===== src/rtl/axi_burst_mem.sv =====
// ---------------------------------------------------------------------------
// axi_burst_mem
//   Small AXI-style word memory (DEPTH x 32 bits) with independent INCR-style
//   write and read burst engines.  Burst indices wrap modulo DEPTH, so a long
//   burst sweeps the memory repeatedly.
//
// Ports
//   clk, reset_n                 clock, asynchronous active-low reset
//   awaddr/awlen/awvalid/awready write burst address (byte addr, len-1)
//   wdata/wstrb/wvalid/wready    write data beats with byte enables
//   bvalid/bready                write response
//   araddr/arlen/arvalid/arready read burst address (byte addr, len-1)
//   rdata/rvalid/rready          registered read data beats
//
// Parameters
//   DEPTH  number of 32-bit words, power of two in 2..256
// ---------------------------------------------------------------------------
module axi_burst_mem #(
  parameter int DEPTH = 16
) (
  input  logic        clk,
  input  logic        reset_n,
  input  logic [31:0] awaddr,
  input  logic [7:0]  awlen,
  input  logic        awvalid,
  output logic        awready,
  input  logic [31:0] wdata,
  input  logic [3:0]  wstrb,
  input  logic        wvalid,
  output logic        wready,
  output logic        bvalid,
  input  logic        bready,
  input  logic [31:0] araddr,
  input  logic [7:0]  arlen,
  input  logic        arvalid,
  output logic        arready,
  output logic [31:0] rdata,
  output logic        rvalid,
  input  logic        rready
);

  localparam int IDX_W = $clog2(DEPTH);

  typedef enum logic [1:0] {W_IDLE, W_DATA, W_RESP} w_state_e;
  typedef enum logic       {R_IDLE, R_DATA}         r_state_e;

  w_state_e          w_state_q, w_state_d;
  logic [IDX_W-1:0]  w_idx_q, w_idx_d;
  logic [7:0]        w_cnt_q, w_cnt_d;
  logic              w_we;

  r_state_e          r_state_q, r_state_d;
  logic [IDX_W-1:0]  r_idx_q, r_idx_d;
  logic [7:0]        r_cnt_q, r_cnt_d;
  logic [31:0]       rdata_q, rdata_d;

  // Low while in reset and for nothing else: keeps awready/arready at 0
  // during reset even though both FSMs sit in their idle states, and lets
  // them rise on the first rising edge after reset_n is released.
  logic              live_q;

  logic [31:0]       mem_q [DEPTH];

  // Address bits outside the word index are deliberately ignored.
  logic              unused_addr_bits;
  assign unused_addr_bits = ^{awaddr[31:IDX_W+2], awaddr[1:0],
                              araddr[31:IDX_W+2], araddr[1:0]};

  // -------------------------------------------------------------------------
  // Write FSM: next state and outputs
  // -------------------------------------------------------------------------
  always_comb begin
    w_state_d = w_state_q;
    w_idx_d   = w_idx_q;
    w_cnt_d   = w_cnt_q;
    w_we      = 1'b0;
    awready   = 1'b0;
    wready    = 1'b0;
    bvalid    = 1'b0;
    case (w_state_q)
      W_IDLE: begin
        awready = live_q;
        if (live_q && awvalid) begin
          w_idx_d   = awaddr[IDX_W+1:2];
          w_cnt_d   = awlen;
          w_state_d = W_DATA;
        end
      end
      W_DATA: begin
        wready = 1'b1;
        if (wvalid) begin
          w_we    = 1'b1;
          // Natural overflow of the IDX_W-bit index gives the modulo-DEPTH wrap.
          w_idx_d = w_idx_q + 1'b1;
          if (w_cnt_q == 8'd0) begin
            w_state_d = W_RESP;
          end else begin
            w_cnt_d = w_cnt_q - 8'd1;
          end
        end
      end
      W_RESP: begin
        bvalid = 1'b1;
        if (bready) begin
          w_state_d = W_IDLE;
        end
      end
      default: w_state_d = W_IDLE;
    endcase
  end

  // -------------------------------------------------------------------------
  // Read FSM: next state, outputs and next rdata.  Loads read mem_q as it
  // stands before this edge, so a write on the same edge is not seen.
  // -------------------------------------------------------------------------
  always_comb begin
    r_state_d = r_state_q;
    r_idx_d   = r_idx_q;
    r_cnt_d   = r_cnt_q;
    rdata_d   = rdata_q;
    arready   = 1'b0;
    rvalid    = 1'b0;
    case (r_state_q)
      R_IDLE: begin
        arready = live_q;
        if (live_q && arvalid) begin
          rdata_d   = mem_q[araddr[IDX_W+1:2]];
          r_idx_d   = araddr[IDX_W+1:2] + 1'b1;
          r_cnt_d   = arlen;
          r_state_d = R_DATA;
        end
      end
      R_DATA: begin
        rvalid = 1'b1;
        if (rready) begin
          if (r_cnt_q == 8'd0) begin
            r_state_d = R_IDLE;
          end else begin
            // r_idx_q already points at the next beat's word.
            rdata_d = mem_q[r_idx_q];
            r_idx_d = r_idx_q + 1'b1;
            r_cnt_d = r_cnt_q - 8'd1;
          end
        end
      end
    endcase
  end

  // -------------------------------------------------------------------------
  // State and control registers
  // -------------------------------------------------------------------------
  always_ff @(posedge clk or negedge reset_n) begin
    if (!reset_n) begin
      live_q    <= 1'b0;
      w_state_q <= W_IDLE;
      w_idx_q   <= '0;
      w_cnt_q   <= '0;
      r_state_q <= R_IDLE;
      r_idx_q   <= '0;
      r_cnt_q   <= '0;
      rdata_q   <= '0;
    end else begin
      live_q    <= 1'b1;
      w_state_q <= w_state_d;
      w_idx_q   <= w_idx_d;
      w_cnt_q   <= w_cnt_d;
      r_state_q <= r_state_d;
      r_idx_q   <= r_idx_d;
      r_cnt_q   <= r_cnt_d;
      rdata_q   <= rdata_d;
    end
  end

  // -------------------------------------------------------------------------
  // Memory array with byte-lane writes; cleared by reset
  // -------------------------------------------------------------------------
  always_ff @(posedge clk or negedge reset_n) begin
    if (!reset_n) begin
      for (int i = 0; i < DEPTH; i++) begin
        mem_q[i] <= '0;
      end
    end else if (w_we) begin
      for (int b = 0; b < 4; b++) begin
        if (wstrb[b]) begin
          mem_q[w_idx_q][8*b +: 8] <= wdata[8*b +: 8];
        end
      end
    end
  end

  assign rdata = rdata_q;

endmodule


===== config.mk =====
export PLATFORM = sky130hd
export DESIGN_NAME = axi_burst_mem
export DESIGN_NICKNAME = d
export VERILOG_FILES = /design/src/rtl/axi_burst_mem.sv
export SDC_FILE = /design/constraint.sdc
export NUM_CORES = 1
export LEC_CHECK = 0
export CORE_ASPECT_RATIO = 0.8
export CORE_MARGIN = 2
export CORE_UTILIZATION = 61
export DETAILED_ROUTE_END_ITERATION = 12
export GPL_TIMING_DRIVEN = 0
export PLACE_DENSITY = 0.84
export SLEW_MARGIN = 25
export SYNTH_ARGS = -nofsm -noshare
export SYNTH_HDL_FRONTEND = slang
export SYNTH_SLANG_ARGS = --single-unit

===== constraint.sdc =====
create_clock -name clk -period 2.56 [get_ports clk]
set_clock_uncertainty 0.2 [all_clocks]
set_input_delay 0.384 -clock clk [delete_from_list [all_inputs] [get_ports clk]]
set_output_delay 0.384 -clock clk [all_outputs]
set_load 0.05 [all_outputs]

* Word-level counts from Yosys, hierarchy flattened
Cells that the tools add are included.
** Operators by class
- $add $sub $neg :: 5
- $lt $le $gt $ge :: 4
- Equality and inequality tests :: 10
- Muxes and demuxes :: 60
- Bitwise gates (word level) :: 4
- Reduce and logical (&&, ||, !) cells :: 11
** Operators by type and width (number)
- two-way mux 512 bit :: 7
- bitwise mux 512 bit :: 4
- demux 32 bit (select 4 bit) :: 4
- binary-select mux 32 bit (select 4 bit) :: 2
- two-way mux 32 bit :: 8
- one-hot mux 32 bit (2 select lines) :: 1
- two-way mux 8 bit :: 7
- one-hot mux 8 bit (2 select lines) :: 2
- two-way mux 24 bit :: 1
- two-way mux 4 bit :: 5
- logical NOT 8 bit :: 2
- two-way mux 16 bit :: 1
- inequality test 2 bit, second input constant :: 8
- one-hot mux 4 bit (2 select lines) :: 2
- subtractor 8 x 1 -> 8 bit, second input constant :: 2
- >= comparator 5 bit, second input constant :: 3
- NOT 4 -> 5 bit :: 3
- adder 4 x 1 -> 4 bit, second input constant :: 3
- two-way mux 1 bit :: 10
- two-way mux 2 bit :: 4
- AND reduction 4 bit :: 2
- one-hot mux 2 bit (3 select lines) :: 1
- AND reduction 3 bit :: 2
- < comparator 5 x 1 -> 1 bit, second input constant :: 1
- 7 further kinds :: 9
** Word-level totals
- Register bits after elaboration :: 572
- Input port bits :: 123
- Word-level logic and storage cells :: 118

* Depth between registers and ports, before layout
- Word-level depth :: 16
- Depth in mapped cells :: 8

* Least setup slack after synthesis
No wires, ideal clock.
- Kind :: reg-to-reg
- From :: register r_state_q
- To :: register rdata_q[30], in the netlist rdata[30]
- Arrival :: 2.466 ns
- Required time :: 2.250 ns
- Slack :: -0.216 ns
- Cell stages (with the launch flop) :: 8
- Path through :: dfrtp_1 nor2b_1 and2_1 buf_2 nor2_1 buf_4 buf_6 o41ai_1
** On the way
- Cells in the longest elaborated chain, start to end :: 3
** Ends and longest elaborated chain
- from (decl) :: RTL line 52 : r_state_e r_state_q, r_state_d;
- from (signal assigned) :: RTL line 167 : r_state_q <= r_state_d;
- NOT 1 bit
- inequality test 2 bit (no line)
- AND reduction 3 bit (no line)
- to (signal assigned) :: RTL line 170 : rdata_q <= rdata_d;
- to (decl) :: RTL line 55 : logic [31:0] rdata_q, rdata_d;
Parallel ways exist; a longest one is shown, timed or not.
A chain may end at the register's enable or synchronous reset.

* Worst setup path after layout
- From :: register w_idx_q[0]
- To :: register mem_q[485] (netlist name)
** On the way
- Cells in the longest elaborated chain, start to end :: 16
** Ends and longest elaborated chain
- from (decl) :: RTL line 48 : logic [IDX_W-1:0] w_idx_q, w_idx_d;
- from (signal assigned) :: RTL line 165 : w_idx_q <= w_idx_d;
- NOT 4 -> 5 bit (not written as such) * :: RTL line 185 : mem_q[w_idx_q][8*b +: 8] <= wdata[8*b +: 8];
- >= comparator 5 bit (not written as such) / < comparator 5 x 1 -> 1 bit (equally long branches) :: RTL line 185
- logical AND 1 bit (not written as such) :: RTL line 185
- two-way mux 8 bit (not written as such) :: RTL line 185
- demux 32 bit (select 4 bit) :: RTL line 185
- bitwise mux 512 bit :: RTL line 185
- two-way mux 512 bit :: RTL line 184 : if (wstrb[b]) begin
- two-way mux 512 bit :: RTL line 182 : end else if (w_we) begin
- bitwise mux 512 bit :: RTL line 185
- two-way mux 512 bit :: RTL line 184
- two-way mux 512 bit :: RTL line 182
- bitwise mux 512 bit :: RTL line 185
- two-way mux 512 bit :: RTL line 184
- two-way mux 512 bit :: RTL line 182
- bitwise mux 512 bit :: RTL line 185
- two-way mux 512 bit * :: RTL line 184
- to (signal, indexed assignment) :: RTL line 185
- to (decl) :: RTL line 62 : logic [31:0] mem_q [DEPTH];
Every way passes the cells marked *; elsewhere a longest branch is shown, timed or not. The select of a mux whose other input is x is not followed.

==> impl_metrics.tcl <==
set metrics [dict create \
    setup_tns_ns -0.706 \
    initial_core_util_pct 61.5 \
    drive_above_1_share_pct 40.1 \
    p_int_mw 28.1 \
    swShare_pct 38.3 \
    r2r_cells 5 \
    core_area_mm2 0.0509 \
    dieArea_mm2 0.0532 \
    syn_inst 2252 \
    ios 160 \
    syn_area_mm2 0.0313 \
    yosysTopAreaCellShare_pct 45.7 \
    postLayoutCellArea_mm2 0.0359 \
    whs_ns 0.157 \
    yosys.area.top_type "dfrtp_1" \
    cts_made_buffers 57 \
    post-dp-hpwl_mm 70.2 \
    fin_ws_ns -0.0756 \
    die_x_um 257 \
    synth_edf_count 0 \
    fmax_mhz 379 \
    worstPathRequired_ns 2.85 \
    nFillCells 3326 \
    use_met2_pct 53.3 \
    wl_per_cell_um 31.0 \
    grt_antenna_before_repair 5 \
    layout.nets 2557 \
    synth_adder_area_share_pct 0.360 \
    final_util_pct 70.6 \
    violations "negative setup slack" \
    grt_max_degree 98 \
    grt_first_pass_wirelength_mm 144 \
    power_frac_comb_pct 44.7 \
    synthMuxAreaShare_pct 36.3 \
    synth-compound-area-share_pct 8.49 \
    vias_per_cell 6.99 \
    dieHeight_um 207 \
    drv_cap 0 \
    remaining_drc_errors 0 \
    setup.worst_path.class "reg2reg" \
    cts_tree "done" \
    synth_top_family_by_area "multiplexers" \
    h-tree-depth 2 \
    synth_flop_cell "dfrtp_1" \
    grt.overflow.total 0 \
    timing.final.crit_period_ns 2.64 \
    worstPathArrival_ns 2.92 \
    synth_area_leaders "dfrtp_1, mux2_2, mux4_2" \
    clockBufferDepth 3 \
    clockRootBuffer "clkbuf_16" \
    synthTopCellsByCount "dfrtp_1, mux2_2, mux2i_1" \
    port_buffers 99 \
    syn_nets 2384 \
    outcome "complete, but fails checks" \
    drt_wl_total_mm 97.9 \
    gp_congestion 0.960 \
    synth_xor_area_share_pct 0.0559 \
    rows 74 \
    setup.worst_path.start_class "register" \
    crit_fanout 8 \
    p_leak_nw 15.8 \
    synthSimpleGateAreaFrac_pct 5.05 \
    ys_ff_latch 572 \
    syn_area_per_cell_um2 13.9 \
    p_clk_share_pct 19.3 \
    end_kind "register" \
    setup_viol 18 \
    yosys_warnings 0 \
    firstDrtPassIters 6 \
    ys_async_sr_fraction_pct 100 \
    vias 22100 \
    busiest_layer "met2" \
    multiInputGateArea_mm2 0.0162 \
    drt_first_iter_violations 2427 \
    relSlewSlack_pct 21.9 \
    ant_nets 0 \
    use_met1_pct 51.3 \
    regArea_mm2 0.0143 \
    syn_to_final_growth_pct 14.7 \
    p_per_area_mw_per_mm2 1270 \
    ys_seq_area_share_pct 45.7 \
    max-vdd-ir-drop_mv 0.688 \
    power.switching_mw 17.4 \
    rsz0062_at_grt "yes" \
    clock_latency_ns 0.63 \
    tightest_slew_ns 1.17 \
    hold_path_class "in2async" \
    hold_viol_final 0 \
    post_synth_num_cell_types 66 \
    yosysMostFrequentCell "dfrtp_1" \
    drv_slew 0 \
    grtUsageMet3_pct 12.8 \
    path_clk_slew_ns 0.06 \
    track_usage_pct 36.8 \
    clock-sinks 572 \
    place_area_mm2 0.0333 \
    first_global_vias 22300 \
    seqPwrFrac_pct 36.0 \
    finalCritPeriodShare_pct 103 \
]
metrics by stage:
stage | worst slack [ns] | power (mW) | instances
global route | -0.0797 | 47.3 | 3158
global placement | -23.43 | 34.0 | 3035
CTS | -0.00163 | 44.3 | 3153
floorplan | 0.0824 | 29.1 | 2252
finish | -0.0756 | 45.5 | 3161
detailed placement | -0.553 | 35.0 | 3041
power by group through the flow:
stage	sequential [mW]	combinational, mW	clock (mW)
final	16.4	20.4	8.81
after global routing	16.8	21.3	9.20
after CTS	16.2	19.3	8.82
after detailed placement	16.3	18.6	0
after global placement	15.9	18.1	0
after floorplan	16.0	13.0	0
final cells by class:
cell class | instances | area share (%)
Multi-Input combinational cell | 1495 | 45.0
Sequential cell | 572 | 39.8
Clock buffer | 91 | 4.94
Buffer | 176 | 3.65
Timing Repair Buffer | 114 | 3.57
Tap cell | 684 | 2.38
Clock inverter | 16 | 0.540
Inverter | 9 | 0.0940
Antenna cell | 4 | 0.0279
critical path: stages (launching register included):
cell and delay, ns:
dfrtp_1 0.45, inv_1 0.11, ha_1 0.25, nor3b_2 0.53
nand2_1 0.53, mux2_2 0.43
sequential cells by signal, indices dropped and copies added (netlist names):
name and cells:
w_cnt_q 8, rdata 32, live_q 1, r_idx_q 4, r_cnt_q 8, w_idx_q 4, mem_q 512, r_state_q 1
w_state_q 2
layer usage:
layer	vias to the layer above	part of all wire, %
li1	9005	-
met1	11500	41
met2	1309	43
met3	222	12
met4	4	3.9
met5	-	0.031
what timing repair did:
item / 4_1_cts / 5_1_grt
hold buffers: 2 / 0
endpoints found under the setup margin: 85 / 234
gates cloned: 0 / 0
gates resized for setup: 68 / 62
endpoints found under the hold margin: 76 / 0
buffers inserted: 3 / 4
pin swaps: 3 / 5
cell usage in the layout (no fill, tap or decap), types with 10 or more instances in the layout:
cell type and n:
clkinv_2 10, o41ai_2 19, buf_12 17, o22ai_1 41
a211oi_2 12, o21ai_0 22, nand2_1 75, nor2_4 41
buf_6 26, a221oi_2 23, mux2_2 515, buf_4 17
nor2b_1 65, buf_2 31, clkbuf_16 58, nor2_1 11
mux2i_1 256, o41ai_1 12, a221oi_4 11, dfrtp_1 570
a21oi_1 21, a221oi_1 28, a211oi_1 49, clkbuf_8 25
clkbuf_1 82, mux4_2 126, clkdlybuf4s50_1 92, a22o_1 63
final timing paths:
| kind | end | start | slack [ns] |
|---|---|---|---|
| setup / recovery | mem_q[485] | w_idx_q[0] | -0.08 |
| hold / removal | mem_q[253] | reset_n | 0.16 |
| setup reg to reg | mem_q[485] | w_idx_q[0] | -0.08 |
| hold reg to reg | rdata[14] | rdata[14] | 0.28 |
| max in group asynchronous | mem_q[327] | reset_n | 0.70 |
| min in group clk | w_idx_q[1] | awaddr[3] | 0.18 |
cell families after synthesis:
kind of cell,after synthesis
muxes,903
DFF,572
AOI/OAI and AO/OA,322
and+or+nand+nor,258
buffers and inverters,185
adders and majority gates,9
xor gates and xnor gates,2
other,1
No activity file was read; power rests on OpenSTA's default activity.
